File: src/rtl/riscv_pkg.sv
// Shared pipeline-control definitions: hazard FSM state encoding and the
// architectural zero register index.
package riscv_pkg;

    typedef enum logic [1:0] {
        RUN      = 2'd0,
        MEM_WAIT = 2'd1,
        ERR      = 2'd2
    } hcu_state_t;

    localparam logic [4:0] REG_ZERO = 5'd0;

endpackage : riscv_pkg

File: src/rtl/sat_counter.sv
// Event counter that sticks at its all-ones value instead of wrapping.
module sat_counter #(
    parameter int W = 16
) (
    input  logic         clk,
    input  logic         rst,
    input  logic         inc,
    output logic [W-1:0] count
);

    logic [W-1:0] r_count;

    always_ff @(posedge clk or posedge rst) begin
        if (rst) begin
            r_count <= '0;
        end else if (inc && (r_count != '1)) begin
            r_count <= r_count + 1'b1;
        end
    end

    assign count = r_count;

endmodule : sat_counter

File: src/rtl/hazard_control_unit.sv
// Pipeline hazard controller: load-use stalls, taken-branch flushes and
// data-memory wait freezing with a timeout that parks the pipe in ERR.
module hazard_control_unit
    import riscv_pkg::*;
#(
    parameter int MEM_TIMEOUT = 255,
    parameter int CNT_W       = 16
) (
    input  logic             clk,
    input  logic             rst,
    input  logic [4:0]       rs1_ID,
    input  logic [4:0]       rs2_ID,
    input  logic             uses_rs1_ID,
    input  logic             uses_rs2_ID,
    input  logic [4:0]       rd_EX,
    input  logic             MemRead_EX,
    input  logic             branch_taken_EX,
    input  logic             mem_req_MEM,
    input  logic             mem_ready_MEM,
    output logic             PC_Write,
    output logic             IF_ID_Write,
    output logic             IF_ID_Flush,
    output logic             ID_EX_Flush,
    output logic             pipe_freeze,
    output logic             MEM_WB_Bubble,
    output logic [1:0]       state_o,
    output logic             timeout_err,
    output logic [CNT_W-1:0] stall_cnt,
    output logic [CNT_W-1:0] flush_cnt
);

    localparam int WAIT_W = $clog2(MEM_TIMEOUT + 1);
    localparam logic [WAIT_W-1:0] WAIT_LAST = WAIT_W'(MEM_TIMEOUT - 1);

    hcu_state_t        r_state;
    logic [WAIT_W-1:0] r_wait_cnt;
    logic              r_timeout_err;

    logic w_load_use;
    logic w_mem_stall;
    logic w_flush_evt;

    assign w_load_use = MemRead_EX && (rd_EX != REG_ZERO) &&
                        ((uses_rs1_ID && (rs1_ID == rd_EX)) ||
                         (uses_rs2_ID && (rs2_ID == rd_EX)));
    assign w_mem_stall = mem_req_MEM && !mem_ready_MEM;

    // Priority in RUN: memory wait, then taken branch, then load-use.
    always_comb begin
        PC_Write      = 1'b0;
        IF_ID_Write   = 1'b0;
        IF_ID_Flush   = 1'b0;
        ID_EX_Flush   = 1'b0;
        pipe_freeze   = 1'b0;
        MEM_WB_Bubble = 1'b0;
        w_flush_evt   = 1'b0;
        case (r_state)
            RUN: begin
                if (w_mem_stall) begin
                    pipe_freeze   = 1'b1;
                    MEM_WB_Bubble = 1'b1;
                end else if (branch_taken_EX) begin
                    PC_Write    = 1'b1;
                    IF_ID_Write = 1'b1;
                    IF_ID_Flush = 1'b1;
                    ID_EX_Flush = 1'b1;
                    w_flush_evt = 1'b1;
                end else if (w_load_use) begin
                    ID_EX_Flush = 1'b1;
                end else begin
                    PC_Write    = 1'b1;
                    IF_ID_Write = 1'b1;
                end
            end
            default: begin
                pipe_freeze   = 1'b1;
                MEM_WB_Bubble = 1'b1;
            end
        endcase
    end

    // The ready cycle in MEM_WAIT is still frozen; RUN resumes on the next edge.
    always_ff @(posedge clk or posedge rst) begin
        if (rst) begin
            r_state       <= RUN;
            r_wait_cnt    <= '0;
            r_timeout_err <= 1'b0;
        end else begin
            case (r_state)
                RUN: begin
                    if (w_mem_stall) begin
                        r_state    <= MEM_WAIT;
                        r_wait_cnt <= '0;
                    end
                end
                MEM_WAIT: begin
                    if (mem_ready_MEM) begin
                        r_state <= RUN;
                    end else if (r_wait_cnt == WAIT_LAST) begin
                        r_state       <= ERR;
                        r_timeout_err <= 1'b1;
                    end else begin
                        r_wait_cnt <= r_wait_cnt + 1'b1;
                    end
                end
                ERR: begin
                    r_state <= ERR;
                end
                default: begin
                    r_state <= RUN;
                end
            endcase
        end
    end

    assign state_o     = r_state;
    assign timeout_err = r_timeout_err;

    sat_counter #(.W(CNT_W)) u_stall_cnt (
        .clk   (clk),
        .rst   (rst),
        .inc   (!PC_Write),
        .count (stall_cnt)
    );

    sat_counter #(.W(CNT_W)) u_flush_cnt (
        .clk   (clk),
        .rst   (rst),
        .inc   (w_flush_evt),
        .count (flush_cnt)
    );

endmodule : hazard_control_unit

File: config.mk
export PLATFORM = sky130hd
export DESIGN_NAME = hazard_control_unit
export DESIGN_NICKNAME = d
export VERILOG_FILES = /design/src/rtl/riscv_pkg.sv /design/src/rtl/sat_counter.sv /design/src/rtl/hazard_control_unit.sv
export SDC_FILE = /design/constraint.sdc
export NUM_CORES = 1
export LEC_CHECK = 0
export CAP_MARGIN = 10
export CORE_MARGIN = 2
export CORE_UTILIZATION = 45
export CTS_CLUSTER_DIAMETER = 150
export DETAILED_ROUTE_END_ITERATION = 10
export GPL_ROUTABILITY_DRIVEN = 0
export PLACE_DENSITY = 0.75
export REMOVE_ABC_BUFFERS = 1
export SLEW_MARGIN = 20
export SYNTH_ARGS = -nofsm -noshare
export SYNTH_HDL_FRONTEND = slang
export SYNTH_HIERARCHICAL = 1
export SYNTH_SLANG_ARGS = --single-unit
File: constraint.sdc
create_clock -name clk -period 2.8 [get_ports clk]
set_input_delay 0.7 -clock clk [delete_from_list [all_inputs] [get_ports clk]]
set_output_delay 0.7 -clock clk [all_outputs]
set_load 0.01 [all_outputs]
==> results.ini, run 1 <==
[die]
coreArea_um2=5110
initial_core_util_pct=46.4
die_w_um=76.6
num_io_pins=64
fp-row-count=26
dieArea_um2=5870
die_h_um=76.6

[logic_synthesis]
synth-compound-area-share_pct=5.85
synthCells=223
ys_seq_elements=43
synth-adder-area-share_pct=2.11
netlist_area_um2=2370
syn_area_per_cell_um2=10.6
synth_xor_area_share_pct=12.6
synth-simple-area-share_pct=28.8
synth_top_family_by_area=simple AND/OR/NAND/NOR gates
yosysWarnings=6
synth.distinct_cells=41
muxShareOfSynthArea_pct=3.59
yosysSeqAreaShare_pct=45.4

[sta]
setup_tns_ns=0
max_slew_margin_pct=58.2
post-route-min-period_ns=2.75
fmax_mhz=364
worst_pin_slew_ns=0.626
fin_skew_ns=0.00548
report.final.slew_viol_count=0
whs_ns=0.486
setup_viol_count_final=0
hold_viol_final=0
finalCritPeriodShare_pct=98.2

[clock_tree]
clockRootBuffer=clkbuf_8
numCtsBuffers=5
cts_buffer_depth=2
worstSkewPairLatency_ns=0.29
cts_tree=done
htreeDepth=2
clk_pin_slew_ns=0.08
cts_sinks=43

[setup_path]
crit-reg2reg-capture=u_flush_cnt/count[14]$_DFFE_PP0P_
worst-path-max-fanout=3
r2r-start=state_o[1]$_DFFE_PP0P_
crit_type=in2out
start_kind=input port
r2r_slack_ns=0.69
end_kind=output pin
r2r_cells=9
worstPathArrival_ns=2.05
required_ns=2.10

[drt]
num_vias=2018
avgRoutedWirePerCell_um=13.5
detail-route-antenna-nets=0
drcViolationCount=0
dr.first_iter.drc_count=33
wl_met2_mm=2.60
wl_met1_mm=2.21
wl_mm=5.11
viasPerCell=5.32
wl_met3_um=226
dr.pass1.iters=4
highest_layer=met4

[power_and_ir_drop]
peakVddDrop_mv=0.196
power_leakage_nw=1.55
powerDensity_nw_per_um2=335

[hold_path]
whs_path_depth=1
hp-class=reg2reg
min_from=timeout_err$_DFFE_PP0P_
worstHoldEndpoint=timeout_err$_DFFE_PP0P_

[layout]
nNetsFinal=335
diodes=0
drive_above_1_share_pct=19.7
area_growth_pct=41.9

[global_route]
antenna_found_initial=0
grtUsageTotal_pct=18.1
grt_pass1_vias=2038
grt_max_degree=17
grt_first_pass_wirelength_mm=8.71
gr-total-overflow=0

[place]
io_buffers=63
dp_hpwl_mm=3.92

[run_status]
status=finished, final reports clean

[flow_run]
cap_viol_max_count=0

synth_stat cells (all sizes together):
| library cell | count | area (µm²) |
|---|---|---|
| nor3 | 1 | 5.00 |
| o21a | 2 | 15.0 |
| inv | 7 | 26.3 |
| buf | 2 | 15.0 |
| nor3b | 1 | 18.8 |
| nand2b | 3 | 18.8 |
| nand3 | 17 | 85.1 |
| dfrtp | 43 | 1080 |
| o21ai | 4 | 27.5 |
| nor4 | 4 | 61.3 |
| or4 | 1 | 7.51 |
| or3 | 1 | 6.26 |
| nor2 | 11 | 41.3 |
| mux2i | 4 | 40.0 |
| o211ai | 2 | 15.0 |
| a311oi | 1 | 8.76 |
| o31a | 1 | 8.76 |
| mux2 | 4 | 45.0 |
| a32oi | 1 | 8.76 |
| and3 | 11 | 76.3 |
| and2 | 5 | 32.5 |
| o31ai | 4 | 30.0 |
| a21oi | 5 | 25.0 |
| xor2 | 10 | 87.6 |
| nand2 | 22 | 87.6 |
| ha | 4 | 50.1 |
| xnor2 | 24 | 210 |
| nand4 | 17 | 149 |
| nor2b | 2 | 12.5 |
| and4 | 9 | 81.3 |
timing repair:
item                       in CTS  in global routing
buffers inserted                1                  1
hold buffers                    0                  0
resized for setup              27                 28
pin swaps                       7                 11
setup endpoints to repair      15                 13
cell usage in the layout (no fill, tap or decap), drive strengths merged, types with 2 or more instances in the layout:
cell type	count
nand2b	3
xor2	10
and4	9
nand2	22
clkbuf	11
inv	7
and3	11
o211ai	2
dlymetal6s2s	7
nand4	17
clkdlybuf4s15	4
nor2b	2
xnor2	24
o31ai	4
a21oi	5
buf	20
mux2	4
and2	5
mux2i	4
nor2	11
ha	4
dlygate4sd2	3
dfrtp	43
nand3	17
o21a	2
clkdlybuf4s50	43
o21ai	4
nor4	4
layout make-up:
type | count | area [µm²]
Clock buffer | 8 | 100
Fill cell | 437 | 1740
Inverter | 7 | 26.3
Multi-Input combinational cell | 171 | 1330
Sequential cell | 43 | 1080
Tap cell | 70 | 87.6
Timing Repair Buffer | 80 | 746
how the worst max path moves through the flow:
stage,to,cells past startpoint,start,slack (ns)
final,ID_EX_Flush,7,rs1_ID[2],0.05
after global routing,ID_EX_Flush,7,rs1_ID[2],-0.03
after CTS,u_stall_cnt/count[15]$_DFFE_PP0P_,12,rs1_ID[4],0.008
after detailed placement,ID_EX_Flush,6,rd_EX[3],-0.56
after global placement,ID_EX_Flush,6,rd_EX[3],-0.54
after floorplan,u_stall_cnt/count[14]$_DFFE_PP0P_,8,rd_EX[3],0.08
cell families (layout without fill, tap and decap cells):
group	after synthesis	in the layout
adders and majority gates	4	4
xor gates and xnor gates	34	34
and+or+nand+nor	105	105
AOI/OAI and AO/OA	20	20
buffers and inverters	9	95
muxes	8	8
DFF	43	43
flip-flops by register name (all words and copies together), names as in the netlist:
signal,cells
u_flush_cnt/count,16
timeout_err,1
u_stall_cnt/count,16
r_wait_cnt,8
state_o,2
per-stage QoR:
stage	std cells	worst slack (ns)	cell area [µm²]	utilization, %	total power [mW]
2_1_floorplan	221	0.0760	2360	-	0.657
3_3_place_gp	370	-0.545	3200	62.6	0.705
3_5_place_dp	370	-0.557	3200	62.6	0.706
4_1_cts	379	0.00829	3290	64.4	1.13
5_1_grt	379	-0.0340	3370	65.9	1.17
6_report	379	0.0504	3370	65.9	1.13
power breakdown:
part | switching [mW] | internal, mW
combinational | 0.0360 | 0.0394
sequential | 0 | 0.620
clock | 0.205 | 0.225
routing by layer:
layer	GRT usage, %	up-vias
li1	-	980
met1	21.1	985
met2	32.7	48
met3	4.38	5
met4	6.00	0
met5	0	-
critical path, cell delays in order:
cell and delay, ns:
dlygate4sd2_1 0.24, xor2_1 0.15, nor4_2 0.27, a32oi_2 0.17, buf_4 0.17, o31ai_4 0.19, buf_2 0.16
Note: power is estimated with default switching activity, not from simulation.
==> inputs of run 2 (changes only) <==
--- a/config.mk
+++ b/config.mk
@@ -7,11 +7,11 @@
 export LEC_CHECK = 0
 export CAP_MARGIN = 10
 export CORE_MARGIN = 2
-export CORE_UTILIZATION = 45
+export CORE_UTILIZATION = 40
 export CTS_CLUSTER_DIAMETER = 150
 export DETAILED_ROUTE_END_ITERATION = 10
 export GPL_ROUTABILITY_DRIVEN = 0
-export PLACE_DENSITY = 0.75
+export PLACE_DENSITY = 0.68
 export REMOVE_ABC_BUFFERS = 1
 export SLEW_MARGIN = 20
 export SYNTH_ARGS = -nofsm -noshare
==> results.ini, run 2 (same netlist as run 1, synthesis figures left out) <==
[clock_tree]
cts_buffer_depth=2  ; unchanged
cts_tree=done
numCtsBuffers=5  ; unchanged
cts_sinks=43  ; unchanged
worstSkewPairLatency_ns=0.30  ; about the same
ctsHoldBuffers=0  ; unchanged
clockRootBuffer=clkbuf_8
clk_pin_slew_ns=0.08  ; about the same
htreeDepth=2  ; unchanged

[layout]
final_cell_mix=45 x clkdlybuf4s50_1, 43 x dfrtp_1, 24 x xnor2_1
drive_above_1_share_pct=21.3  ; +1.5 points
nNetsFinal=336  ; +0.30%
area_growth_pct=41.8  ; about the same
postLayoutCoreUtil_pct=57.9  ; -8.1 points
diodes=0  ; unchanged
final_common_cell=clkdlybuf4s50_1
instances_no_fill=385  ; +1.6%

[die]
num_io_pins=64  ; unchanged
initial_core_util_pct=40.8  ; -5.7 points
dieArea_um2=6560  ; +12%
coreArea_um2=5820  ; +14%
die_h_um=81.0  ; +5.8%
die_w_um=81.0  ; +5.8%
fp-row-count=28  ; +7.7%

[drt]
viasPerCell=5.23  ; -1.9%
wl_mm=5.29  ; +3.6%
detail-route-antenna-nets=0  ; unchanged
num_vias=2012  ; -0.30%
avgRoutedWirePerCell_um=13.7  ; +1.9%
drcViolationCount=0  ; unchanged
dr.pass1.iters=4  ; unchanged
dr.first_iter.drc_count=77  ; +130%

[sta]
fin_ws_ns=0.130  ; +0.0800 ns
max_slew_margin_pct=58.6  ; +0.35 points
finalCritPeriodShare_pct=95.3  ; -2.9 points
setup_viol_count_final=0  ; unchanged
rsz0062_at_grt=yes
worst_pin_slew_ns=0.621  ; -0.00529 ns
post-route-min-period_ns=2.67  ; -0.0800 ns
report.final.slew_viol_count=0  ; unchanged
setup_tns_ns=0  ; unchanged
fmax_mhz=375  ; +3.0%
hold_viol_final=0  ; unchanged
fin_skew_ns=0.00526  ; -0.000220 ns

[hold_path]
whs_path_depth=1  ; unchanged
hp-class=reg2reg

[global_route]
grtUsageTotal_pct=17.5  ; -0.61 points
grt_first_pass_wirelength_mm=8.97  ; +3.0%
grt_max_degree=17  ; unchanged
grt_pass1_vias=1996  ; -2.1%
antenna_found_initial=0  ; unchanged
gr-total-overflow=0  ; unchanged

[setup_path]
start_kind=input port
r2r_cells=9  ; unchanged
worstPathArrival_ns=1.97  ; -0.08 ns
end_kind=output pin
worst-path-max-fanout=3  ; unchanged
crit_type=in2out
required_ns=2.10  ; about the same

[flow_run]
cap_viol_max_count=0  ; unchanged

[place]
detailedPlace.worstSlack_ns=-0.573  ; -0.0154 ns
dp_cells=372  ; +0.54%
io_buffers=63  ; unchanged
dp_hpwl_mm=3.93  ; +0.36%

[run_status]
status=finished, final reports clean

[power_and_ir_drop]
powerDensity_nw_per_um2=355  ; +6.2%
total_power_mw=1.19  ; +6.1%
power_leakage_nw=1.54  ; -0.94%
peakVddDrop_mv=0.189  ; -3.3%

==> run 2: timing repair <==
| item | 4_1_cts | 5_1_grt |
|---|---|---|
| setup buffers | 3 | 2 |
| pin swaps | 8 | 4 |
| resized for setup | 29 | 20 |
| endpoints found under the hold margin | 0 | 0 |
| endpoints found under the setup margin | 16 | 15 |
==> run 2: worst max-delay path, cell delays in order <==
cell	delay (ns)
clkdlybuf4s50_1	0.41
xor2_1	0.16
nor4_2	0.17
a32oi_2	0.11
o31ai_2	0.25
buf_2	0.16
==> run 2: report_power, final <==
group / internal [mW] / switching (mW)
sequential: 0.620 / 0
clock: 0.289 / 0.213
combinational: 0.0376 / 0.0350
total: 0.947 / 0.248
==> run 2: metrics by stage <==
step	instance area [µm²]	hold WS [ns]
floorplan	2360	0.464
CTS	3330	0.482
global route	3360	0.522
finish	3360	0.474
detailed placement	3180	0.459
global placement	3180	0.449
==> run 2: area by class of cell <==
| class | instances | area [µm²] |
|---|---|---|
| Fill cell | 542 | 2450 |
| Multi-Input combinational cell | 171 | 1320 |
| Sequential cell | 43 | 1080 |
| Timing Repair Buffer | 81 | 736 |
| Tap cell | 75 | 93.8 |
| Clock buffer | 6 | 82.6 |
| Clock inverter | 2 | 35.0 |
| Inverter | 7 | 26.3 |
==> run 2: final timing paths <==
path                            slack (ns)                                end                    start
worst max register to register        0.72  u_flush_cnt/count[14]$_DFFE_PP0P_   state_o[1]$_DFFE_PP0P_
min in group asynchronous             0.78          r_wait_cnt[6]$_DFFE_PP0P_                      rst
max in group asynchronous             1.53   u_flush_cnt/count[7]$_DFFE_PP0P_                      rst
worst max-delay path                  0.13                        ID_EX_Flush                rs2_ID[1]
worst min register to register        0.47            timeout_err$_DFFE_PP0P_  timeout_err$_DFFE_PP0P_
worst min-delay path                  0.47            timeout_err$_DFFE_PP0P_  timeout_err$_DFFE_PP0P_
==> run 2: metal layers <==
layer / share of wire (%) / vias up / routed length [µm] / global-route usage, %
met4: 1.0 / 0 / 55 / 5.25
met1: 42 / 970 / 2250 / 20.9
met5: 0 / - / 0 / 0
li1: - / 977 / - / -
met3: 5.5 / 5 / 292 / 4.22
met2: 51 / 60 / 2700 / 31.2
==> inputs of run 3 (changes only) <==
--- a/config.mk
+++ b/config.mk
@@ -11,7 +11,7 @@
 export CTS_CLUSTER_DIAMETER = 150
 export DETAILED_ROUTE_END_ITERATION = 10
 export GPL_ROUTABILITY_DRIVEN = 0
-export PLACE_DENSITY = 0.68
+export PLACE_DENSITY_LB_ADDON = 0.25
 export REMOVE_ABC_BUFFERS = 1
 export SLEW_MARGIN = 20
 export SYNTH_ARGS = -nofsm -noshare
==> constraint.sdc (replaced) <==
create_clock -name clk -period 3.4 [get_ports clk]
set_input_delay 0.85 -clock clk [delete_from_list [all_inputs] [get_ports clk]]
set_output_delay 0.85 -clock clk [all_outputs]
set_load 0.01 [all_outputs]
==> results.ini, run 3 (same netlist as run 1, synthesis figures left out) <==
[drt]
highest_layer=met4
dr.first_iter.drc_count=76  ; -1.3%
viasPerCell=5.16  ; -1.3%
dr.pass1.iters=4  ; unchanged
avgRoutedWirePerCell_um=13.6  ; -0.75%
drcViolationCount=0  ; unchanged
wl_met1_mm=2.35  ; +4.7%
wl_mm=5.20  ; -1.8%
wl_met3_um=252  ; -14%
detail-route-antenna-nets=0  ; unchanged
wl_met2_mm=2.49  ; -7.6%
num_vias=1966  ; -2.3%

[layout]
nFillCells=533  ; -1.7%
register_area_um2=1080  ; unchanged
area_growth_pct=41.4
drive_above_1_share_pct=16.7  ; -4.6 points
multiInputGateArea_um2=1310  ; -0.76%
final_cell_mix=57 x clkdlybuf4s50_1, 43 x dfrtp_1, 24 x xnor2_1
final_common_cell=clkdlybuf4s50_1
postLayoutCoreUtil_pct=57.7  ; -0.17 points
diodes=0  ; unchanged
nNetsFinal=332  ; -1.2%

[global_route]
grtUsageTotal_pct=16.8  ; -0.75 points
grt_max_degree=17  ; unchanged
antenna_found_initial=0  ; unchanged
grt_pass1_vias=1929  ; -3.4%
grt_first_pass_wirelength_mm=8.61  ; -4.0%
gr-total-overflow=0  ; unchanged

[sta]
rsz0062_at_grt=no
whs_ns=0.480  ; +0.00612 ns
worst_pin_slew_ns=0.688  ; +0.0670 ns
post-route-min-period_ns=3.31
finalCritPeriodShare_pct=97.5
fmax_mhz=302
max_slew_margin_pct=54.1  ; -4.5 points
report.final.slew_viol_count=0  ; unchanged
fin_skew_ns=0.00812  ; +0.00286 ns
setup_viol_count_final=0  ; unchanged
hold_viol_final=0  ; unchanged

[die]
fp-row-count=28  ; unchanged
initial_core_util_pct=40.8  ; unchanged
dieArea_um2=6560  ; unchanged
num_io_pins=64  ; unchanged
die_w_um=81.0  ; unchanged
die_h_um=81.0  ; unchanged
coreArea_um2=5820  ; unchanged

[place]
io_buffers=63  ; unchanged
dp_hpwl_mm=3.85  ; -2.1%

[flow_run]
cap_viol_max_count=0  ; unchanged

[clock_tree]
cts_tree=done
cts_buffer_depth=2  ; unchanged
clockRootBuffer=clkbuf_8
cts_sinks=43  ; unchanged
htreeDepth=2  ; unchanged
clk_pin_slew_ns=0.08  ; about the same
ctsHoldBuffers=0  ; unchanged
worstSkewPairLatency_ns=0.29  ; about the same
numCtsBuffers=5  ; unchanged

[hold_path]
hp-class=reg2reg
worstHoldEndpoint=timeout_err$_DFFE_PP0P_
whs_path_depth=1  ; unchanged
min_from=timeout_err$_DFFE_PP0P_

[setup_path]
worstPathArrival_ns=2.46  ; +0.49 ns
end_kind=output pin
r2r_slack_ns=1.19  ; +0.47 ns
r2r-start=state_o[0]$_DFFE_PP0P_
required_ns=2.55  ; +0.45 ns
r2r_cells=9  ; unchanged
crit_type=in2out
crit-reg2reg-capture=u_flush_cnt/count[14]$_DFFE_PP0P_
worst-path-max-fanout=2  ; -1
start_kind=input port

[power_and_ir_drop]
power_leakage_nw=1.51  ; -1.6%
powerDensity_nw_per_um2=293  ; -18%
peakVddDrop_mv=0.164  ; -13%

[run_status]
status=finished, final reports clean

[run 3: cell count changes in the layout (fill, tap and decap cells not counted), sizes merged]
cell           change
clkdlybuf4s50     +12
buf                -6
dlygate4sd2        -5
clkbuf             -4
dlymetal6s2s       -1
[run 3: metal layers]
layer / up-vias / track usage (%)
li1: 969 / -
met1: 938 / 20.7
met2: 52 / 28.3
met3: 7 / 3.89
met4: 0 / 6.95
met5: - / 0
[run 3: worst max-delay path by stage]
stage               slack, ns  cells past startpoint       from                           endpoint
finish                   0.09                      6   rd_EX[0]                        IF_ID_Write
global route            0.003                      6  rs1_ID[1]                        IF_ID_Write
CTS                      0.02                      6   rd_EX[1]                           PC_Write
detailed placement      -0.26                      6   rd_EX[2]                        ID_EX_Flush
global placement        -0.26                      6   rd_EX[3]                        ID_EX_Flush
floorplan                0.53                      8   rd_EX[3]  u_stall_cnt/count[14]$_DFFE_PP0P_
[run 3: area by class of cell]
cell class                      count  area share (%)
Multi-Input combinational cell    171            38.9
Sequential cell                    43            32.1
Timing Repair Buffer               77            21.9
Tap cell                           75            2.80
Clock buffer                        6            2.46
Clock inverter                      2            1.04
Inverter                            7           0.783
[run 3: timing repair]
| item | CTS | global route |
|---|---|---|
| gates cloned | 0 | 0 |
| buffers inserted | 2 | 1 |
| pin swaps | 3 | 7 |
| setup endpoints to repair | 3 | 12 |
| resized for setup | 7 | 11 |
[run 3: metrics by stage]
| step | power [mW] | instances | TNS [ns] | area [µm²] | worst slack, ns |
|---|---|---|---|---|---|
| after floorplan | 0.541 | 221 | 0 | 2360 | 0.526 |
| after global placement | 0.580 | 371 | -0.747 | 3170 | -0.262 |
| after detailed placement | 0.581 | 371 | -0.984 | 3170 | -0.264 |
| after CTS | 0.999 | 381 | 0 | 3300 | 0.0162 |
| after global routing | 1.02 | 381 | 0 | 3350 | 0.00294 |
| final | 0.983 | 381 | 0 | 3350 | 0.0864 |
[run 3: worst max-delay path, cell delays in order]
cell	delay, ns
clkdlybuf4s50_1	0.43
xor2_1	0.18
nor4_2	0.34
a32oi_2	0.11
o31a_1	0.27
dlygate4sd2_1	0.29
[run 3: report_power, final]
part           total, mW  switching (mW)  leakage [nW]  internal [mW]
Clock              0.409           0.171        0.0612          0.238
Combinational     0.0630          0.0284         0.874         0.0346
Sequential         0.511               0         0.576          0.511
